<file path="config.mk">
export PLATFORM = sky130hd
export DESIGN_NAME = seg_scan_decoder_flat
export DESIGN_NICKNAME = d
export VERILOG_FILES = /design/src/rtl/seg_scan_decoder_if.sv /design/src/rtl/seg_scan_decoder.sv /design/src/flat_wrapper.sv
export SDC_FILE = /design/constraint.sdc
export NUM_CORES = 1
export LEC_CHECK = 0
export ABC_AREA = 0
export CORE_MARGIN = 10
export CORE_UTILIZATION = 62
export DETAILED_ROUTE_END_ITERATION = 8
export GPL_TIMING_DRIVEN = 0
export PLACE_DENSITY = 0.84
export SLEW_MARGIN = 20
export SYNTH_ARGS = -nofsm -noshare
export SYNTH_HDL_FRONTEND = slang
export SYNTH_SLANG_ARGS = --single-unit
</file>
<file path="constraint.sdc">
create_clock -name clk -period 3.75 [get_ports clk]
set_clock_uncertainty 0.05 [all_clocks]
set_input_delay 0.375 -clock clk [delete_from_list [all_inputs] [get_ports clk]]
set_output_delay 0.375 -clock clk [all_outputs]
set_load 0.02 [all_outputs]
</file>
<file path="src/rtl/seg_scan_decoder_if.sv">
// Multiplexed 7-segment scan bus as seen by the decoder, plus the reconstructed frame outputs.
// The master drives seg/an; the slave (decoder) returns digits and status.
interface seg_scan_decoder_if;
    logic [6:0]  seg;
    logic [3:0]  an;
    logic [15:0] digits;
    logic        frame_valid;
    logic        pattern_err;
    logic        ghost_err;
    logic        stale;

    modport master (
        output seg, an,
        input  digits, frame_valid, pattern_err, ghost_err, stale
    );

    modport slave (
        input  seg, an,
        output digits, frame_valid, pattern_err, ghost_err, stale
    );
endinterface

</file>
<file path="src/rtl/seg_scan_decoder.sv">
// Purpose: rebuild the four BCD digits shown on an active-low multiplexed seg/an bus.
// Latency: 1 input register cycle + SETTLE_CYCLES dwell per digit; frame pulses the cycle after the last capture.
// Backpressure: none; a passive monitor that never stalls the bus it observes.
module seg_scan_decoder #(
    parameter int SETTLE_CYCLES  = 16,
    parameter int TIMEOUT_CYCLES = 1000000
) (
    input  logic          clk,
    input  logic          rst_n,
    seg_scan_decoder_if.slave bus
);

    localparam int SW = $clog2(SETTLE_CYCLES) + 1;
    localparam int TW = $clog2(TIMEOUT_CYCLES) + 1;

    typedef enum logic [1:0] {IDLE, COLLECT, DELIVER} state_t;

    state_t        state, state_next;
    logic [6:0]    seg_q, seg_d;
    logic [3:0]    an_q, an_d;
    logic [SW-1:0] settle_cnt;
    logic [TW-1:0] stale_cnt;
    logic [3:0]    mask;
    logic          err;
    logic [15:0]   held;
    logic [15:0]   digits_r;
    logic          perr_r;
    logic          ghost_r;

    logic          changed, settled;
    logic [3:0]    low;
    logic          single_low, multi_low;
    logic          capture, ghost_hit;
    logic [3:0]    dec_val;
    logic          dec_bad;
    logic [3:0]    mask_next;
    logic          err_next;

    // Returns {bad, value}; blank is a legal glyph that reads back as F.
    function automatic logic [4:0] decode(input logic [6:0] s);
        logic [4:0] r;
        case (s)
            7'b1000000: r = {1'b0, 4'h0};
            7'b1111001: r = {1'b0, 4'h1};
            7'b0100100: r = {1'b0, 4'h2};
            7'b0110000: r = {1'b0, 4'h3};
            7'b0011001: r = {1'b0, 4'h4};
            7'b0010010: r = {1'b0, 4'h5};
            7'b0000010: r = {1'b0, 4'h6};
            7'b1111000: r = {1'b0, 4'h7};
            7'b0000000: r = {1'b0, 4'h8};
            7'b0010000: r = {1'b0, 4'h9};
            7'b1111111: r = {1'b0, 4'hF};
            default:    r = {1'b1, 4'hE};
        endcase
        return r;
    endfunction

    always_comb begin
        changed    = ({an_q, seg_q} != {an_d, seg_d});
        // The !changed term keeps a value that differs from last cycle from being sampled on a stale count.
        settled    = (settle_cnt == SW'(SETTLE_CYCLES - 1)) && !changed;
        low        = ~an_q;
        single_low = (low != 4'd0) && ((low & (low - 4'd1)) == 4'd0);
        multi_low  = (low != 4'd0) && !single_low;
        capture    = settled && single_low;
        ghost_hit  = settled && multi_low;
        {dec_bad, dec_val} = decode(seg_q);
        // DELIVER empties the frame, so a capture there starts the next one from scratch.
        mask_next  = ((state == DELIVER) ? 4'd0 : mask) | (capture ? low : 4'd0);
        err_next   = ((state == DELIVER) ? 1'b0 : err) | (capture & dec_bad);
    end

    // State register
    always_ff @(posedge clk or negedge rst_n) begin
        if (!rst_n) state <= IDLE;
        else        state <= state_next;
    end

    // Next-state logic
    always_comb begin
        state_next = state;
        case (state)
            IDLE:    if (capture) state_next = (mask_next == 4'hF) ? DELIVER : COLLECT;
            COLLECT: if (mask_next == 4'hF) state_next = DELIVER;
            DELIVER: begin
                if (mask_next == 4'hF)      state_next = DELIVER;
                else if (mask_next != 4'd0) state_next = COLLECT;
                else                        state_next = IDLE;
            end
            default: state_next = IDLE;
        endcase
    end

    // Output logic: on the DELIVER cycle the held digits go straight out.
    always_comb begin
        bus.frame_valid = (state == DELIVER);
        bus.digits      = (state == DELIVER) ? held : digits_r;
        bus.pattern_err = (state == DELIVER) ? err  : perr_r;
        bus.ghost_err   = ghost_r;
        bus.stale       = (stale_cnt >= TW'(TIMEOUT_CYCLES));
    end

    always_ff @(posedge clk or negedge rst_n) begin
        if (!rst_n) begin
            seg_q      <= '0;
            an_q       <= '0;
            seg_d      <= '0;
            an_d       <= '0;
            settle_cnt <= '0;
            stale_cnt  <= '0;
            mask       <= '0;
            err        <= 1'b0;
            held       <= '0;
            digits_r   <= '0;
            perr_r     <= 1'b0;
            ghost_r    <= 1'b0;
        end else begin
            seg_q <= bus.seg;
            an_q  <= bus.an;
            seg_d <= seg_q;
            an_d  <= an_q;

            if (changed)                               settle_cnt <= '0;
            else if (settle_cnt < SW'(SETTLE_CYCLES))  settle_cnt <= settle_cnt + 1'b1;

            if (capture)                               stale_cnt <= '0;
            else if (stale_cnt < TW'(TIMEOUT_CYCLES))  stale_cnt <= stale_cnt + 1'b1;

            mask    <= mask_next;
            err     <= err_next;
            ghost_r <= ghost_hit;

            for (int k = 0; k < 4; k++) begin
                if (capture && low[k]) held[4*k +: 4] <= dec_val;
            end

            if (state == DELIVER) begin
                digits_r <= held;
                perr_r   <= err;
            end
        end
    end

endmodule

</file>
<file path="src/flat_wrapper.sv">
// flat-port wrapper written by rule: the top's interface ports become plain ports
module seg_scan_decoder_flat 
#(
    parameter int SETTLE_CYCLES  = 16,
    parameter int TIMEOUT_CYCLES = 1000000
)
  (clk, rst_n, bus_seg, bus_an, bus_digits, bus_frame_valid, bus_pattern_err, bus_ghost_err, bus_stale);
  seg_scan_decoder_if bus_i ();
  input  logic clk;
  input  logic rst_n;
  input wire logic [$bits(bus_i.seg)-1:0] bus_seg;
  input wire logic [$bits(bus_i.an)-1:0] bus_an;
  output wire logic [$bits(bus_i.digits)-1:0] bus_digits;
  output wire logic [$bits(bus_i.frame_valid)-1:0] bus_frame_valid;
  output wire logic [$bits(bus_i.pattern_err)-1:0] bus_pattern_err;
  output wire logic [$bits(bus_i.ghost_err)-1:0] bus_ghost_err;
  output wire logic [$bits(bus_i.stale)-1:0] bus_stale;
  assign bus_i.seg = bus_seg;
  assign bus_i.an = bus_an;
  assign bus_digits = bus_i.digits;
  assign bus_frame_valid = bus_i.frame_valid;
  assign bus_pattern_err = bus_i.pattern_err;
  assign bus_ghost_err = bus_i.ghost_err;
  assign bus_stale = bus_i.stale;
  seg_scan_decoder #(.SETTLE_CYCLES(SETTLE_CYCLES), .TIMEOUT_CYCLES(TIMEOUT_CYCLES)) u_core (.clk(clk), .rst_n(rst_n), .bus(bus_i));
endmodule
</file>
==> flow_summary.toml <==
[run_status]
status = "finished clean"

[clock_network]
h-tree-depth = 3
cts_num_sinks = 89
cts_setup_buffers = 0
cts_buffers = 9
clockRootBuffer = "clkbuf_8"
cts_tree = "built"
clk_pin_slew_ps = 90
clk_path_buf_depth = 2
clk-insertion-delay-late_ps = 360
cts_resized = 0

[route]
viasPerCell = 5.79
drtAntennaViolNets = 0
route.detailed.drc = 0
drt_iter0_drc = 102
finalWirelength_um = 7980
first_pass_iters = 5
detail_route.wl_per_cell_um = 15.6
dr_total_vias = 2966

[logic_synthesis]
synth_warnings = 0
syn_nets = 402
synth_common_cells = "dfrtp_1 (89), nand2_1 (70), nor2_1 (30), xnor2_1 (25), a21oi_1 (15)"
synth_edf_count = 0
yosys.area.top_type = "dfrtp_1"
yosysSeqAreaShare_pct = 55.4
synthTopCellsByArea = "dfrtp_1 (55%), nand2_1 (6.5%), xnor2_1 (5.4%)"
synth-async-reset-ratio_pct = 100
yosysMostFrequentCell = "dfrtp_1"
ys_types = 50
ys_ff_latch = 89
synth.top_cell.area_share_pct = 55.4
synth_cells = 385
synth_area_um2 = 4020
synth.avg_cell_area_um2 = 10.4
synth_flop_cell = "dfrtp_1"

[worst_hold_path]
min_path_type = "flop to flop"

[pwr]
p_clk_share_pct = 39.1
ir_worst_vdd_uv = 290
power_switching_share_pct = 23.4
p_int_mw = 1.34
p_sw_mw = 0.408
combPwrFrac_pct = 4.9
leakagePower_nw = 2.14
cellPowerDensity_nw_per_um2 = 374
pwr-share-seq_pct = 56.0

[layout]
design_area_um2 = 4680
nFillCells = 454
n_antenna_cell = 0
fin_util_pct = 74.1
nets = 447
drive_gt1_share_pct = 11.3
syn2layout_area_growth_pct = 16.3

[timing]
tightest_slew_ps = 624
slew_violations = 0
clock.fmax_ghz = 0.341
max_slew_margin_pct = 58.4
rsz0062_at_grt = "false"
setup_violations = 0
finalCritPeriodShare_pct = 78.3
finalHoldViolCount = 0
min_period_ps = 2940

[setup_path]
critPathMaxStageDelay_ps = 610
path_max_fanout = 10
cpMaxStageDelayCell = "clkdlybuf4s50_1"
reg2reg_slack_ps = 1490
crit_path_start_kind = "flop"
crit_arrival_ps = 2510
critPathRequiredTime_ps = 3320
critPathKind = "flop to primary output"
cpMostUsedCell = "nand2_1"
cp_cell_sequence = "nand2b_1, clkbuf_1, inv_1, buf_1, nand2_1, nand2_1, clkdlybuf4s50_1"
end_kind = "primary output"

[floorplanning]
die_h_um = 101
die_width_um = 101
start_util_pct = 63.7
coreArea_um2 = 6310
die_area_um2 = 10100
rows = 29
io_pins = 33

[run]
drv_cap = 0

[global_routing]
grt_pass1_vias = 2954
antenna_found_initial = 0
grt_usage_pct = 16.7
overflow = 0
grt_pass1_wl_um = 13900
grt_max_degree = 51

[place]
hpwlAfterDp_um = 5720
place_congestion = 0.836
placed_area_um2 = 4460
port_buffers = 32
cells by family after synthesis:
logic type,count (synthesis),synth area share (%)
buffers and inverters,29,3.05
AO/OA/AOI/OAI,44,7.31
flip-flops,89,55.4
adder cells (fa/ha/maj),5,1.49
AND/OR/NAND/NOR,171,21.6
XOR/XNOR,30,6.53
multiplexers,17,4.60
placed cells by master, fill, tap and decap left out, types with 3 or more instances in the layout:
master / instances
nand4_1: 10
and4_1: 4
nor4_1: 9
clkdlybuf4s50_1: 31
buf_2: 10
and4b_1: 5
and3_1: 6
nand2_1: 70
mux2i_1: 5
inv_6: 3
inv_1: 11
a21oi_1: 15
or4b_1: 3
o31ai_1: 3
o21ai_0: 10
xnor2_1: 25
nor2_1: 30
xor2_1: 5
nor3_1: 7
nand3_1: 14
clkbuf_8: 10
dfrtp_1: 89
ha_1: 4
mux2_2: 12
clkbuf_1: 6
routing by layer:
| layer | routed length (um) | up-vias | track usage (%) |
|---|---|---|---|
| met2 | 3970 | 83 | 27.6 |
| li1 | - | 1438 | - |
| met5 | 0 | - | 0 |
| met3 | 399 | 16 | 4.05 |
| met1 | 3440 | 1429 | 20.4 |
| met4 | 166 | 0 | 7.17 |
layout make-up:
cell class	instances	area [um^2]	share of cell area [%]
Sequential cell	89	2230	47.6
Timing Repair Buffer	34	348	7.44
Clock inverter	6	72.6	1.55
Tap cell	77	96.3	2.06
Buffer	18	81.3	1.74
Multi-Input combinational cell	267	1670	35.8
Clock buffer	10	138	2.94
Inverter	11	41.3	0.883
through the flow:
step / hold WS (ps) / TNS [ps] / instances / setup slack, ps / power [mW]
2_1_floorplan: 29.4 / 0 / 385 / 1820 / 1.04
3_3_place_gp: 304 / -69070 / 494 / -780 / 1.08
3_5_place_dp: 307 / 0 / 495 / 1190 / 1.08
4_1_cts: 327 / 0 / 512 / 788 / 1.76
5_1_grt: 347 / 0 / 512 / 614 / 1.82
6_report: 325 / 0 / 512 / 813 / 1.75
critical path, delay by kind of cell, from the launching register on:
family                 cells  cell delay, ps
buffers and inverters      4            1380
flip-flops                 1             410
AND/OR/NAND/NOR            3             370
path summary, 6_finish.rpt:
path / startpoint / endpoint / cells past startpoint
worst max-delay path: u_core.state[0]$_DFFE_PN0P_ / bus_digits[11] / 7
worst min-delay path: u_core.seg_q[0]$_DFF_PN0_ / u_core.seg_d[0]$_DFF_PN0_ / 0
worst max register to register: u_core.an_q[0]$_DFF_PN0_ / u_core.held[1]$_DFFE_PN0P_ / 6
worst min register to register: u_core.seg_q[0]$_DFF_PN0_ / u_core.seg_d[0]$_DFF_PN0_ / 0
max in group asynchronous: rst_n / u_core.stale_cnt[12]$_DFFE_PN0P_ / 3
min in group asynchronous: rst_n / u_core.digits_r[9]$_DFF_PN0_ / 2
what timing repair did:
| action | CTS | global route |
|---|---|---|
| endpoints found under the hold margin | 35 | 0 |
| hold buffers | 1 | 0 |
| setup endpoints to repair | 0 | 0 |
power by group through the flow:
stage               logic [mW]  clock network (mW)  registers (mW)
floorplan               0.0435                   0           0.996
global placement        0.0807                   0           0.998
detailed placement      0.0857                   0           0.999
CTS                     0.0868               0.698           0.979
global route            0.0958               0.741           0.981
finish                  0.0854               0.684           0.979
flip-flops by register name, indices dropped and copies added (netlist names):
register              cells
u_core.an_q               4
u_core.perr_r             1
u_core.seg_d              7
u_core.settle_cnt         5
u_core.stale_cnt         21
u_core.state              2
u_core.mask               4
u_core.bus.ghost_err      1
u_core.an_d               4
u_core.err                1
u_core.seg_q              7
u_core.held              16
u_core.digits_r          16
(Power assumes the default switching activity.)
==> edit, RTL diff (same flow settings) <==
`TIMEOUT_CYCLES` is set to 1000000 in 2 places; all go to 4000000.
--- a/src/rtl/seg_scan_decoder.sv
+++ b/src/rtl/seg_scan_decoder.sv
@@ -5,3 +5,3 @@
     parameter int SETTLE_CYCLES  = 16,
-    parameter int TIMEOUT_CYCLES = 1000000
+    parameter int TIMEOUT_CYCLES = 4000000
 ) (
--- a/src/flat_wrapper.sv
+++ b/src/flat_wrapper.sv
@@ -4,3 +4,3 @@
     parameter int SETTLE_CYCLES  = 16,
-    parameter int TIMEOUT_CYCLES = 1000000
+    parameter int TIMEOUT_CYCLES = 4000000
 )
Check against the original RTL: no difference found for any inputs over 10 cycles, from zero or initial values and one cycle with rst_n low; that may be too few to reach the edited logic, so the function may still have changed.
==> edit against the unedited design <==
Setup slack lost 31 ps; cell area grew 1.8%; sequential cell count grew 2; synthesized area grew 2.7%; wire length grew 8.2%; cell count grew 4.3%; sequential share of layout area grew 0.23 points; maximum frequency shrank 1.0%; critical path type unchanged; total power shrank 3.5%.
==> edit: results (changes against the unedited design) <==
timing:
  slew_headroom: 0.485  # -0.0985
  final_hold_viol_count: 0  # unchanged
min_path:
  hold_path_depth: 0  # unchanged
  hold_path_class: "register to register"
setup_path:
  reg2reg_depth: 6  # unchanged
  cp.arrival_ps: 2540  # +30 ps
  critical_path.max_fanout: 10  # unchanged
grt:
  grt_pass1_wl_mm: 14.7  # +5.7%
  grt_start_max_net_pins: 50  # -2.0%
  grt_pass1_vias: 3137  # +6.2%
  grt.total_usage: 0.177  # +0.00980
  antenna_found_initial: 0  # unchanged
logic_synthesis:
  synth_area_leaders: "dfrtp_1, nand2_1, xnor2_1"
  synth-compound-area-share: 0.123  # +0.0499
  synthXorXnorAreaFrac: 0.0573  # -0.00806
  synth.distinct_cells: 55  # +10%
  yosysWarningCount: 0  # unchanged
  synth_ff_type: "dfrtp_1"
  synth_adder_area_share: 0.0145  # -0.000389
  muxShareOfSynthArea: 0.0145  # -0.0315
  syn_nets: 424  # +5.5%
  async_flop_share: 1.00  # unchanged
  ys_seq_area_frac: 0.551  # -0.00231
  synth-edff-count: 0  # unchanged
  syn_area_per_cell_um2: 10.1  # -2.9%
  synth_common_cells: "dfrtp_1, nand2_1, o21ai_0, nor2_1, xnor2_1"
clock_tree:
  root_buffer: "clkbuf_8"
  clk_pin_slew_ps: 90  # about the same
  cts_resized: 0  # unchanged
  cts_buffer_depth: 2  # unchanged
  htree_num_levels: 3  # unchanged
  numCtsBuffers: 9  # unchanged
  insertion_delay_ps: 360  # about the same
finish:
  diodes: 0  # unchanged
  nets: 469  # +4.9%
  layoutNonFillerInstCount: 534  # +4.3%
  drive_gt1_frac: 0.0810  # -0.0317
  top_regs: "u_core.stale_cnt: 23 flops, u_core.digits_r: 16 flops, u_core.held: 16 flops"
pwr:
  intPower_mw: 1.29  # -4.1%
  p_leak_nw: 2.12  # -1.1%
  peakVddDrop_mv: 0.255  # -12%
place:
  gp_congestion: 0.867  # +3.7%
  placed_cells: 517  # +4.4%
  numPortBuffers: 32  # unchanged
  place_ws_ps: 1180  # -13.6 ps
  dpl.hpwl_mm: 6.24  # +9.0%
  place_area_mm2: 0.00457  # +2.6%
routing:
  wl_per_cell_um: 16.2  # +3.7%
  first_pass_iters: 4  # -1
  routed_via_density: 5.88  # +1.6%
  drt_iter0_drc: 153  # +50%
status:
  status: "complete, no violations"
[edit: through the flow]
stage / TNS (ps) / util
global route: 0 / 0.741
global placement: -73640 / 0.708
floorplan: 0 / -
finish: 0 / 0.741
CTS: 0 / 0.741
detailed placement: 0 / 0.712
[edit: critical path, stage by stage, from the launching register on]
cell             delay, ps
dfrtp_1                430
nand2b_1               170
clkbuf_1               220
inv_1                  200
buf_1                  360
nand2_1                100
nand2_1                100
clkdlybuf4s50_1        610
[edit: area by class of cell]
type / count / area, um^2
Buffer: 23 / 104
Clock buffer: 10 / 138
Clock inverter: 6 / 40.0
Fill cell: 461 / 1660
Inverter: 10 / 37.5
Multi-Input combinational cell: 283 / 1710
Sequential cell: 91 / 2280
Tap cell: 77 / 96.3
Timing Repair Buffer: 34 / 355
[edit: path summary, 6_finish.rpt]
check	slack (ps)	to	start
max in group asynchronous	2540	u_core.held[2]$_DFFE_PN0P_	rst_n
worst max-delay path	780	bus_digits[13]	u_core.state[0]$_DFFE_PN0P_
min in group asynchronous	490	u_core.stale_cnt[9]$_DFFE_PN0P_	rst_n
worst min register to register	330	u_core.seg_d[5]$_DFF_PN0_	u_core.seg_q[5]$_DFF_PN0_
worst min-delay path	330	u_core.seg_d[5]$_DFF_PN0_	u_core.seg_q[5]$_DFF_PN0_
worst max register to register	1030	u_core.held[5]$_DFFE_PN0P_	u_core.seg_q[0]$_DFF_PN0_
[edit: timing repair]
action,4_1_cts,5_1_grt
endpoints found under the hold margin,42,0
buffers inserted,0,0
hold buffers,1,0
[edit: kinds of logic (layout without fill, tap and decap cells)]
| kind of cell | after synthesis | in the layout |
|---|---|---|
| buffers and inverters | 33 | 83 |
| DFF | 91 | 91 |
| xor gates and xnor gates | 27 | 27 |
| adders and majority gates | 5 | 5 |
| AOI/OAI and AO/OA | 79 | 79 |
| and+or+nand+nor | 166 | 166 |
| muxes | 6 | 6 |
[edit: power groups by stage]
stage / Sequential [mW] / Clock [mW] / Combinational [mW]
detailed placement: 1.02 / 0 / 0.0820
CTS: 1.00 / 0.608 / 0.0836
global route: 1.00 / 0.650 / 0.0919
floorplan: 1.02 / 0 / 0.0384
global placement: 1.02 / 0 / 0.0756
finish: 1.00 / 0.603 / 0.0823
[edit: metal layers]
metal | GRT usage | routed length, um
met1 | 0.217 | 3790
met5 | 0 | 0
met3 | 0.0463 | 329
met2 | 0.295 | 4340
met4 | 0.0649 | 170
